### config.mk
export PLATFORM = sky130hd
export DESIGN_NAME = pipe_skid_reg
export DESIGN_NICKNAME = d
export VERILOG_FILES = /design/src/rtl/pipe_pkg.sv /design/src/rtl/pipe_skid_reg_sat_counter.sv /design/src/rtl/pipe_skid_reg.sv
export SDC_FILE = /design/constraint.sdc
export NUM_CORES = 1
export LEC_CHECK = 0
export CELL_PAD_IN_SITES_DETAIL_PLACEMENT = 0
export CELL_PAD_IN_SITES_GLOBAL_PLACEMENT = 1
export CORE_ASPECT_RATIO = 0.75
export CORE_MARGIN = 5
export CORE_UTILIZATION = 41
export CTS_BUF_LIST = sky130_fd_sc_hd__clkbuf_2 sky130_fd_sc_hd__clkbuf_4 sky130_fd_sc_hd__clkbuf_8
export CTS_CLUSTER_DIAMETER = 100
export DETAILED_ROUTE_END_ITERATION = 10
export GPL_TIMING_DRIVEN = 0
export PLACE_DENSITY_LB_ADDON = 0.08
export SYNTH_ARGS = -nofsm -noshare
export SYNTH_HDL_FRONTEND = slang
export SYNTH_SLANG_ARGS = --single-unit
export TNS_END_PERCENT = 50
### constraint.sdc
create_clock -name clk -period 1.85 [get_ports clk]
set_input_delay 0.37 -clock clk [delete_from_list [all_inputs] [get_ports clk]]
set_output_delay 0.37 -clock clk [all_outputs]
set_load 0.03 [all_outputs]
### src/rtl/pipe_pkg.sv
// Shared types for the elastic pipeline-stage register.
// Imported by pipe_skid_reg and its helpers.
package pipe_pkg;

  typedef enum logic [1:0] {
    PS_EMPTY = 2'b00,
    PS_BUSY  = 2'b01,
    PS_FULL  = 2'b10
  } pipe_state_t;

  localparam int DEFAULT_PIPE_W = 64;

endpackage

### src/rtl/pipe_skid_reg_sat_counter.sv
// Saturating up-counter, cleared only by reset.
// Holds at all-ones instead of wrapping.
module sat_counter #(
  parameter int W = 32
) (
  input  logic         clk,
  input  logic         reset,
  input  logic         inc,
  output logic [W-1:0] cnt
);

  logic [W-1:0] r_cnt;

  always_ff @(posedge clk or negedge reset) begin
    if (!reset) begin
      r_cnt <= '0;
    end else if (inc && (r_cnt != '1)) begin
      r_cnt <= r_cnt + 1'b1;
    end
  end

  assign cnt = r_cnt;

endmodule

### src/rtl/pipe_skid_reg.sv
// Elastic pipeline register with one-entry skid buffer and flush.
// Define PIPE_SKID_STALL_CNT_EN to add the stall_cnt output.
module pipe_skid_reg
  import pipe_pkg::*;
#(
  parameter int               WIDTH     = DEFAULT_PIPE_W,
  parameter logic [WIDTH-1:0] RESET_VAL = '0,
  parameter int               CNT_W     = 32
) (
  input  logic             clk,
  input  logic             reset,
  input  logic             flush,
  input  logic             in_valid,
  output logic             in_ready,
  input  logic [WIDTH-1:0] data_in,
  output logic             out_valid,
  input  logic             out_ready,
  output logic [WIDTH-1:0] data_out
`ifdef PIPE_SKID_STALL_CNT_EN
  ,
  output logic [CNT_W-1:0] stall_cnt
`endif
);

  pipe_state_t      r_state;
  logic [WIDTH-1:0] r_main;
  logic [WIDTH-1:0] r_skid;
  logic             r_out_valid;
  logic             r_in_ready;

  logic w_in_xfer;
  logic w_out_xfer;

  assign w_in_xfer  = in_valid && r_in_ready;
  assign w_out_xfer = r_out_valid && out_ready;

  // Handshake flags are registered alongside the state so that
  // in_ready never depends combinationally on out_ready.
  always_ff @(posedge clk or negedge reset) begin
    if (!reset) begin
      r_state     <= PS_EMPTY;
      r_main      <= RESET_VAL;
      r_skid      <= RESET_VAL;
      r_out_valid <= 1'b0;
      r_in_ready  <= 1'b1;
    end else if (flush) begin
      r_state     <= PS_EMPTY;
      r_out_valid <= 1'b0;
      r_in_ready  <= 1'b1;
    end else begin
      unique case (r_state)
        PS_EMPTY: begin
          if (w_in_xfer) begin
            r_main      <= data_in;
            r_state     <= PS_BUSY;
            r_out_valid <= 1'b1;
          end
        end
        PS_BUSY: begin
          if (w_in_xfer && w_out_xfer) begin
            r_main <= data_in;
          end else if (w_in_xfer) begin
            r_skid     <= data_in;
            r_state    <= PS_FULL;
            r_in_ready <= 1'b0;
          end else if (w_out_xfer) begin
            r_state     <= PS_EMPTY;
            r_out_valid <= 1'b0;
          end
        end
        PS_FULL: begin
          if (w_out_xfer) begin
            r_main     <= r_skid;
            r_state    <= PS_BUSY;
            r_in_ready <= 1'b1;
          end
        end
        default: begin
          r_state     <= PS_EMPTY;
          r_out_valid <= 1'b0;
          r_in_ready  <= 1'b1;
        end
      endcase
    end
  end

  assign in_ready  = r_in_ready;
  assign out_valid = r_out_valid;
  assign data_out  = r_main;

`ifdef PIPE_SKID_STALL_CNT_EN
  sat_counter #(
    .W (CNT_W)
  ) u_stall_cnt (
    .clk   (clk),
    .reset (reset),
    .inc   (r_out_valid && !out_ready),
    .cnt   (stall_cnt)
  );
`else
  logic [CNT_W-1:0] w_unused_cnt;
  assign w_unused_cnt = '0;
`endif

endmodule

==> impl_results.md <==
* Multiplexer share of the synthesized area at 0.244
* Initial core utilization at 0.415
* Slowest-stage cell, CP: dfrtp_1
* Gpl congestion at 0.744
* Pin count of the biggest net entering global routing at 77
* Number of global-route vias before repair at 4287
* Vias at 3872
* Final setup fails at 0
* Nets at 667
* Final hold vios at 0
* Synth cell count leaders: dfrtp_1, a21oi_1, nor2_1
* Share of cells above drive strength 1 at 0.214
* Max-slew violation total from the final report at 0
* Clock-pin slew on the worst setup and hold paths at 90 ps
* Register area share after synthesis at 0.587
* Dpl ws at -402 ps
* Worst Tran Pin Value at 544 ps
* RSZ-0062 raised after global routing: true
* Asr flop ratio synth at 1.00
* Final WS setup at 71.4 ps
* Gr ovfl total at 0
* Crit-path cells: and4bb_2 > o2bb2ai_1 > clkbuf_4 > clkbuf_4 > a21oi_1
* Hold Crit Class: in -> async
* Post-synthesis xor/xnor area fraction at 0
* Overall die height at 111 um
* Final Skew at 17.2 ps
* Post-synthesis adder-cell area fraction at 0
* Crit start category: flop
* Final min period at 1780 ps
* CTS root buf: clkbuf_8
* Initial DRC Count at 184
* Main combinational cell family by area after synthesis: multiplexers
* Area of the multi-input gates at 2100 um^2
* Fmax at 0.562 GHz
* Critical Path Max Stage Delay at 480 ps
* Final antenna-violating net count at 0
* Top cell family by delay on the critical path: buffers and inverters
* Reg area at 3300 um^2
* Ys flop type: dfrtp_1
* Syn Inst Count at 443
* Power per Cell Area at 1460 nW/um^2
* Clk buf depth at 2
* H-tree levels at 4
* DR pass1 iterations at 6
* Max_slew headroom at 0.637
* Synthesized area at 5630 um^2
* # diodes at 0
* Hold Slack at 459 ps
* Post-Route WL at 13600 um
* Critical-path maximum fanout at 10
* Core area at 13600 um^2
* Area contributors post-synth: dfrtp_1, mux2_2, mux2i_1
* Die W at 145 um
* Avg Cell Area, Syn at 12.7 um^2
* Initial antenna violation count at 0
* Post-route DRC at 0
* YS warnings at 0
* Buf/Inv on CP at 2
* CP required at 2160 ps
* Vias per cell at 4.93
* Area growth, synth to finish at 34.0%
* All-layer global routing usage at 0.172
* Number of synthesized register bits at 132
* Detailed placer's ending HPWL at 9330 um
* Fraction of the mapped netlist area in simple logic gates at 0.0594
* Cell variety after synth at 28
* CP Class: reg -> reg
* Number of max-cap violations at 0
* FILL cells at 1171
* Sink Count at 132
* Pleak at 3.15 nW
* Post-synth EDFFs at 0
* CP Data Arrival Time at 2080 ps
* Clk_lat worst skew at 430 ps
* Die area at 16200 um^2
* Compound-cell area share of the yosys netlist at 0.0700
* Final Cycle Share at 0.961
* Num CTS Buffers at 17
* Ports at 135
* Yosys top cell by area: dfrtp_1
* Avg WL per Cell at 17.3 um
* Most frequent CP cell: clkbuf_4
* First-pass GRT wire length at 22500 um
* Top-area cell type share of the netlist area at 0.582
* Core Rows at 37
* Net Count, Synth at 512
* Status: complete, no violations
* Buffers added on ports at 134
* CTS tree: built
* Most common cell in the netlist: dfrtp_1
* Setup crit end kind: flop
* VDD IR-drop max at 0.626 mV
[worst paths after layout]
check,startpoint,end,slack (ps),cells past startpoint
max,r_state[1],data_out[37],70,5
min,reset,r_skid[40],460,2
max reg2reg,r_state[1],data_out[37],70,5
min reg2reg,r_skid[13],r_skid[13],510,1
max in group asynchronous,reset,in_ready,600,3
min in group clk,r_skid[13],r_skid[13],510,1
[state kept, by name, summed over array words and instances, names as in the netlist]
name       cells
data_out      64
out_valid      1
r_state        2
r_skid        64
in_ready       1
[timing repair]
action / CTS / global route
endpoints found under the setup margin: 65 / 24
hold buffers: 1 / 0
hold endpoints to repair: 56 / 0
resized for setup: 65 / 6
buffers inserted: 0 / 0
cloned: 0 / 0
[layout by cell type, fill, tap and decap left out, types with 2 or more instances in the layout]
cell             netlist  routed
buf_6                  6       8
mux2_4                 3       3
clkbuf_4               0       5
clkdlybuf4s50_1        0      67
a21oi_1               68      68
buf_4                 11      10
mux2i_1               64      64
clkinvlp_4             0       5
o21bai_1               2       2
mux2_2                59      59
clkinv_4               0       2
nor2_1                67      67
dlygate4sd2_1          0      65
dfrtp_1              131     131
mux2_1                 2       2
inv_6                  0       4
nand2_1                3       3
buf_2                 11       7
clkbuf_8               1      19
[cell type report]
class                           instances  share of cell area
Clock inverter                         13              0.0166
Multi-Input combinational cell        281               0.279
Tap cell                              175              0.0290
Clock buffer                           19              0.0338
Inverter                                1            0.000498
Timing Repair Buffer                  136               0.173
Buffer                                 29              0.0309
Sequential cell                       132               0.438
[layer usage]
layer | global-route usage | part of all wire | routed length [um]
met1 | 0.232 | 0.48 | 6480
met4 | 0.0454 | 0.0099 | 135
met3 | 0.0586 | 0.057 | 771
met5 | 0 | 0 | 0
met2 | 0.268 | 0.46 | 6240
[where the power goes]
| group | switching [mW] | total [mW] | internal, mW |
|---|---|---|---|
| registers | 0.658 | 4.79 | 4.14 |
| clock network | 1.21 | 2.34 | 1.13 |
| logic | 2.21 | 3.87 | 1.66 |
| total | 4.08 | 11.0 | 6.92 |
[metrics by stage]
| step | util | area [um^2] | TNS (ps) | power [mW] | std cells |
|---|---|---|---|---|---|
| finish | 0.556 | 7540 | 0 | 11.0 | 786 |
| global route | 0.556 | 7540 | -14.4 | 11.7 | 786 |
| CTS | 0.555 | 7530 | 0 | 11.1 | 786 |
| detailed placement | 0.532 | 7220 | -39100 | 9.17 | 753 |
| global placement | 0.530 | 7190 | -668960 | 9.01 | 752 |
| floorplan | - | 5630 | 0 | 7.31 | 443 |
[cells by family after synthesis]
family,Yosys count
flops,132
mux,128
compound gates,75
buf+inv,30
simple gates,78
(Power assumes the default switching activity.)
